===== config.mk =====
export PLATFORM = sky130hd
export DESIGN_NAME = mem_stage
export DESIGN_NICKNAME = d
export VERILOG_FILES = /design/src/rtl/mem_stage_pkg.sv /design/src/rtl/sram_ctrl.sv /design/src/rtl/mem_stage.sv
export SDC_FILE = /design/constraint.sdc
export NUM_CORES = 1
export LEC_CHECK = 0
export ABC_CLOCK_PERIOD_IN_PS = 7000
export CORE_AREA = 8 8 95 97
export CTS_BUF_LIST = sky130_fd_sc_hd__clkbuf_8 sky130_fd_sc_hd__clkbuf_16
export DETAILED_ROUTE_END_ITERATION = 10
export DIE_AREA = 0 0 103 105
export PLACE_DENSITY_LB_ADDON = 0.08
export SYNTH_ARGS = -nofsm -noshare
export SYNTH_HDL_FRONTEND = slang
export SYNTH_HIERARCHICAL = 1
export SYNTH_SLANG_ARGS = --single-unit

===== constraint.sdc =====
create_clock -name clk -period 7 [get_ports clk]
set_clock_uncertainty 0.15 [all_clocks]
set_input_delay 2.1 -clock clk [delete_from_list [all_inputs] [get_ports clk]]
set_output_delay 2.1 -clock clk [all_outputs]
set_load 0.02 [all_outputs]

===== src/rtl/mem_stage_pkg.sv =====
// mem_stage_pkg: shared state encoding and default constants for the memory stage.
package mem_stage_pkg;
    typedef enum logic [1:0] {IDLE, LO, HI, DONE} mem_state_t;
    localparam int DEF_ADDR_BASE   = 1024;
    localparam int DEF_WAIT_CYCLES = 3;
    localparam int SRAM_DW         = 16;
endpackage


===== src/rtl/sram_ctrl.sv =====
// sram_ctrl: sequences one 32-bit word as two wait-stated 16-bit SRAM transfers.
module sram_ctrl import mem_stage_pkg::*; #(
    parameter int Width       = 32,
    parameter int WAIT_CYCLES = DEF_WAIT_CYCLES,
    parameter int SRAM_AW     = 18
) (
    input  logic                 clk,
    input  logic                 rst,
    input  logic                 rd,
    input  logic                 wr,
    input  logic [SRAM_AW-2:0]   word,
    input  logic [Width-1:0]     wdata,
    output logic [Width-1:0]     rdata,
    output logic                 freeze,
    output logic [SRAM_AW-1:0]   sram_addr,
    output logic                 sram_we_n,
    output logic [SRAM_DW-1:0]   sram_dq_out,
    output logic                 sram_dq_oe,
    input  logic [SRAM_DW-1:0]   sram_dq_in
);
    localparam int CW = $clog2(WAIT_CYCLES) + 1;
    localparam logic [CW-1:0] CNT_INIT = CW'(WAIT_CYCLES - 1);

    mem_state_t         state;
    logic [CW-1:0]      cnt;
    logic [SRAM_DW-1:0] lo_q;
    logic               req, wr_only, active, last;

    assign req     = rd | wr;
    assign wr_only = wr & ~rd;
    assign active  = req & (state == LO || state == HI);
    assign last    = cnt == '0;
    assign freeze  = req & (state != DONE);

    always_ff @(posedge clk) begin
        if (rst) begin
            state <= IDLE;
            cnt   <= '0;
            lo_q  <= '0;
            rdata <= '0;
        end else begin
            case (state)
                IDLE: if (req) begin
                    state <= LO;
                    cnt   <= CNT_INIT;
                end
                LO: if (!req) state <= IDLE;
                else if (last) begin
                    state <= HI;
                    cnt   <= CNT_INIT;
                    if (rd) lo_q <= sram_dq_in;
                end else cnt <= cnt - CW'(1);
                HI: if (!req) state <= IDLE;
                else if (last) begin
                    state <= DONE;
                    if (rd) rdata <= Width'({sram_dq_in, lo_q});
                end else cnt <= cnt - CW'(1);
                default: state <= IDLE;
            endcase
        end
    end

    // pins decode from the registered state, so a dropped request stops the strobe at once
    always_comb begin
        sram_addr   = active ? {word, state == HI} : '0;
        sram_dq_oe  = active & wr_only;
        sram_we_n   = ~sram_dq_oe;
        sram_dq_out = !sram_dq_oe ? '0 : state == HI ? wdata[2*SRAM_DW-1:SRAM_DW] : wdata[SRAM_DW-1:0];
    end
endmodule


===== src/rtl/mem_stage.sv =====
// mem_stage: pipeline memory stage; passes EX/MEM fields through and maps loads/stores onto a 16-bit SRAM.
module mem_stage import mem_stage_pkg::*; #(
    parameter int Width       = 32,
    parameter int ADDR_BASE   = DEF_ADDR_BASE,
    parameter int WAIT_CYCLES = DEF_WAIT_CYCLES,
    parameter int SRAM_AW     = 18
) (
    input  logic               clk,
    input  logic               rst,
    input  logic               wb_enable_in,
    input  logic               mem_read_enable_in,
    input  logic               mem_write_enable_in,
    input  logic [Width-1:0]   alu_res_in,
    input  logic [Width-1:0]   val_rm_in,
    input  logic [3:0]         dest_in,
    output logic               wb_enable_out,
    output logic               mem_read_enable_out,
    output logic [Width-1:0]   alu_res_out,
    output logic [Width-1:0]   data_memory_out,
    output logic [3:0]         dest_out,
    output logic               freeze,
    output logic [SRAM_AW-1:0] sram_addr,
    output logic               sram_we_n,
    output logic [15:0]        sram_dq_out,
    output logic               sram_dq_oe,
    input  logic [15:0]        sram_dq_in
);
    logic [Width-1:0]   offset;
    logic [SRAM_AW-2:0] word;

    assign wb_enable_out       = wb_enable_in;
    assign mem_read_enable_out = mem_read_enable_in;
    assign alu_res_out         = alu_res_in;
    assign dest_out            = dest_in;
    assign offset              = alu_res_in - Width'(ADDR_BASE);
    assign word                = (SRAM_AW-1)'(offset >> 2);

    sram_ctrl #(
        .Width(Width),
        .WAIT_CYCLES(WAIT_CYCLES),
        .SRAM_AW(SRAM_AW)
    ) u_ctrl (
        .clk(clk),
        .rst(rst),
        .rd(mem_read_enable_in),
        .wr(mem_write_enable_in),
        .word(word),
        .wdata(val_rm_in),
        .rdata(data_memory_out),
        .freeze(freeze),
        .sram_addr(sram_addr),
        .sram_we_n(sram_we_n),
        .sram_dq_out(sram_dq_out),
        .sram_dq_oe(sram_dq_oe),
        .sram_dq_in(sram_dq_in)
    );
endmodule


# [Yosys cells after proc, flatten, opt, wreduce, memory -nomap -nowiden]
# Cells that the tools add are included.
# W data, S select, Z words.
[totals] regBits=53 in_bits=89 out_inout_bits=107 elab_cells=45
[classes] n_addsub=2 eq_ne=9 muxes=15 bitwise_logic=7 n_reduce_logical=8
[op_table] cell="$mux W16" count=2
[op_table] cell="$sub A19 B11 Y19 const B" count=1
[op_table] cell="$mux W18" count=1
[op_table] cell="$mux W3" count=5
[op_table] cell="$mux W2" count=5
[op_table] cell="$pmux W3 S3" count=1
[op_table] cell="$reduce_and A4 Y1" count=2
[op_table] cell="$ne A2 B1 Y1 const B" count=3
[op_table] cell="$ne A3 B3 Y1 const B" count=2
[op_table] cell="$pmux W2 S3" count=1
[op_table] cell="$reduce_and A5 Y1" count=1
[op_table] cell="$and A1 B1 Y1" count=4
[op_table] cell="$ne A2 B2 Y1 const B" count=2
[op_table] cell="$logic_not A3 Y1" count=1
[op_table] cell="$reduce_and A3 Y1" count=1
[op_table] cell="$reduce_bool A3 Y1" count=1
[op_table] cell="$sub A3 B1 Y3 const B" count=1
[op_table] cell="$eq A2 B1 Y1 const B" count=1
[op_table] cell="$eq A2 B2 Y1 const B" count=1
[op_table] cell="$logic_not A2 Y1" count=1
[op_table] cell="$not A1 Y1" count=2
[op_table] cell="$logic_or A1 B1 Y1" count=1
[op_table] cell="$or A1 B1 Y1" count=1

# [Depth between registers and ports, before layout]
[depth] word_depth=5 depth_mapped=9

# [By module]
# Netlist, hierarchy kept.
[modules_own_cells] mod="sram_ctrl" n_inst=1 cells_each=317 area_each_um2=2444.8
[modules_own_cells] mod="mem_stage" n_inst=1 cells_each=58 area_each_um2=432.9

# [Worst setup path before layout]
# OpenSTA, ideal clock, no wires.
[synth_path] kind="input to output" start="in alu_res_in[10]" end="out sram_addr[16]" t_arrival_ps=3170 t_required_ps=4750 path_slack_ps=1580 path_stages=4 path_cell_list="or4_4 > nor4_4 > xor2_1 > and2_1"
[synth_via] elab_chain_cells=2
[synth_lines] element="start, declared" line="mem_stage.sv:13" rtl="input logic [Width-1:0] alu_res_in,"
[synth_lines] element="$sub A19 B11 Y19" line="mem_stage.sv:35" rtl="assign offset = alu_res_in - Width'(ADDR_BASE);"
[synth_lines] element="named net offset[17]" line="mem_stage.sv:28" rtl="logic [Width-1:0] offset;"
[synth_lines] element="$mux W18" line="sram_ctrl.sv:65" rtl="sram_addr = active ? {word, state == HI} : '0;"
[synth_lines] element="end, declared" line="mem_stage.sv:22" rtl="output logic [SRAM_AW-1:0] sram_addr,"
# The timed path passes the listed nets, and every way through them passes these cells.

# [Final worst setup path]
[layout_path] start="in mem_read_enable_in" end="out sram_addr[9]"
[layout_via] elab_chain_cells=3
[layout_lines] element="start, declared" line="mem_stage.sv:11" rtl="input logic mem_read_enable_in,"
[layout_lines] element="$or A1 B1 Y1" line="sram_ctrl.sv:29" rtl="assign req = rd | wr;"
[layout_lines] element="$and A1 B1 Y1" line="sram_ctrl.sv:31" rtl="assign active = req & (state == LO || state == HI);"
[layout_lines] element="$mux W18" line="sram_ctrl.sv:65"
# No other way between the ends.

==> metrics.cfg <==
[outcome]
outcome = finished clean

[critical_path]
start_kind = primary input
reg2reg_depth = 6
required_ns = 4.75
r2r_end = u_ctrl/rdata[16]$_SDFFE_PP0P_
cp_data_arrival_time_ns = 4.44
crit_fanout = 18
reg2reg_slack_ns = 4.25
worstSetupEndpointType = output port
worst_r2r_startpoint = u_ctrl/state[0]$_SDFFE_PP0P_
path_class = primary input to output port

[cells_and_area]
final_common_cell = clkdlybuf4s50_1
nNetsFinal = 579
drive_above_1_share_pct = 2.911
nFillCells = 771
multi_input_area_um2 = 1409
syn2layout_area_growth_pct = 48.70
antennaDiodeCount = 0
design_area_um2 = 4279
regArea_um2 = 1061
final_cell_mix = 154 x clkdlybuf4s50_1, 101 x nand2_1, 53 x dfxtp_1

[route]
avgRoutedWirePerCell_um = 15.56
vias_per_cell = 4.693
drtIter0Drc = 87
vias = 2736
route.detailed.drc = 0
wl_mm = 9.071
first_pass_iters = 5
drtAntennaViolNets = 0

[sta]
setup_violations = 0
final_hold_viol_count = 0
fin_tns_setup_ns = 0
post-route-period-util_pct = 95.51
fin_crit_ns = 6.686
setup_slack_ns = 0.3140
rsz0062_at_grt = no
fmax_mhz = 149.6
finalMaxSlewViolations = 0
worst_pin_slew_ns = 1.111
slew_headroom_pct = 25.92

[clock_tree]
clock_sinks = 53
cts_tree = built
clock-root-buffer = clkbuf_8
path_clk_slew_ns = 0.09
h-tree-depth = 2
cts_hold_buffers = 0
post-cts-setup-buffers = 0
cts_max_path_buffers = 2
cts_made_buffers = 5
cts_resized = 0
clk_latency_ns = 0.30

[floorplan]
ioPinCount = 196
rows = 32
start_util_pct = 38.23
die_w_um = 103
coreArea_um2 = 7527
dieArea_um2 = 10820
fp.dieH_um = 105

[grt]
track_usage_pct = 16.31
grt_first_pass_wirelength_mm = 14.30
grt_antenna_before_repair = 0
grt_pass1_vias = 2762
grt-ovfl-total = 0
grt_max_degree = 54

[place]
post_dp_cell_area_um2 = 4193
hpwl_mm = 7.082
place_congestion = 0.7797
dp_slack_ns = 0.3117
io_buffers = 155

[pwr]
power_per_cell_area_nw_per_um2 = 236.0
worst_ir_drop_vdd_mv = 0.1880
power_leakage_uw = 0.001518

[synth]
async_flop_share_pct = 0
yosysTopAreaCell = dfxtp_1
yosysWarnings = 6
synth_cells = 375
syn-num-nets = 474
synth_area_um2 = 2878
syn_area_per_cell_um2 = 7.674
ys_seq_area_share_pct = 36.87
synth_top_area_share_pct = 36.87
synth_edf_count = 0
synth_area_leaders = dfxtp_1 37%, nand2_1 13%, buf_4 9.9%
synth_flop_cell = dfxtp_1
synth.distinct_cells = 33
synth_seq_cells = 53

[worst_hold_path]
hp-start = u_ctrl/lo_q[9]$_SDFFE_PP0P_
min_path_type = flip-flop to flip-flop
hold_depth = 2
min_to = u_ctrl/rdata[9]$_SDFFE_PP0P_

[flow_run]
drv_cap = 0

-- worst max-delay path, stage by stage --
cell and delay (ns):
clkdlybuf4s50_1 0.62, nor2_1 0.16, nor2b_1 0.70, and2_1 0.24, clkdlybuf4s50_1 0.62
-- how the worst max path moves through the flow --
stage | from | end | slack, ns | depth (start not counted)
after detailed placement | mem_read_enable_in | sram_addr[9] | 0.31 | 5
after global routing | mem_read_enable_in | sram_addr[12] | 0.12 | 5
after floorplan | alu_res_in[10] | sram_addr[16] | 1.58 | 4
after global placement | mem_read_enable_in | sram_addr[0] | 0.40 | 5
after CTS | mem_read_enable_in | sram_addr[9] | 0.31 | 5
final | mem_read_enable_in | sram_addr[9] | 0.31 | 5
-- stage by stage --
stage | total power, µW | hold WS [ns] | util, % | std cells
2_1_floorplan | 672.7 | 0.2821 | - | 375
3_3_place_gp | 844.3 | 0.2880 | 55.70 | 575
3_5_place_dp | 849.5 | 0.2944 | 55.70 | 575
4_1_cts | 1019 | 0.3096 | 56.85 | 583
5_1_grt | 1075 | 0.3239 | 56.85 | 583
6_report | 1010 | 0.3038 | 56.85 | 583
-- where the power goes --
| group | leakage, µW | total [µW] | switching [µW] | internal (µW) |
|---|---|---|---|---|
| clock network | 0.0000497 | 170 | 99.6 | 70.1 |
| registers | 0.000429 | 349 | 19.7 | 329 |
| logic | 0.00104 | 491 | 263 | 229 |
-- routing by layer --
layer | global-route usage (%) | part of all wire, % | routed length [µm]
met5 | 0 | 0 | 0
met3 | 5.839 | 8.9 | 809
met4 | 1.965 | 0.32 | 29
met1 | 17.97 | 39 | 3566
met2 | 29.57 | 51 | 4666
-- layout make-up --
cell class                      instances  share of cell area, %
Tap cell                              102                  2.982
Multi-Input combinational cell        254                  32.92
Clock buffer                            5                  1.608
Inverter                                9                 0.7895
Sequential cell                        53                  24.80
Clock inverter                          3                 0.4094
Timing Repair Buffer                  157                  36.49
-- flip-flops by register name, indices dropped and copies added, names as in the netlist --
name / count
u_ctrl/rdata: 32
u_ctrl/state: 2
u_ctrl/lo_q: 16
u_ctrl/cnt: 3
-- synthesized netlist by cell type (4+ instances only) --
cell type and instances:
nand2_1 101, nor2_1 25, clkbuf_1 12, buf_2 7, buf_4 38, and2_1 18, ha_1 10, a21oi_1 50
dfxtp_1 53, mux2i_1 18, xor2_1 4, inv_1 9, nand3_1 4
-- logic make-up (layout without fill, tap and decap cells) --
kind of cell             count (synthesis)  count (layout)  synth area share (%)
XOR/XNOR                                 6               6                 1.826
adder cells (fa/ha/maj)                 10              10                 4.348
AO/OA/AOI/OAI                           59              59                 11.57
flip-flops                              53              53                 36.87
buffers and inverters                   68             174                 14.17
AND/OR/NAND/NOR                        161             161                 24.96
multiplexers                            18              18                 6.261
No activity file was read; power rests on OpenSTA's default activity.
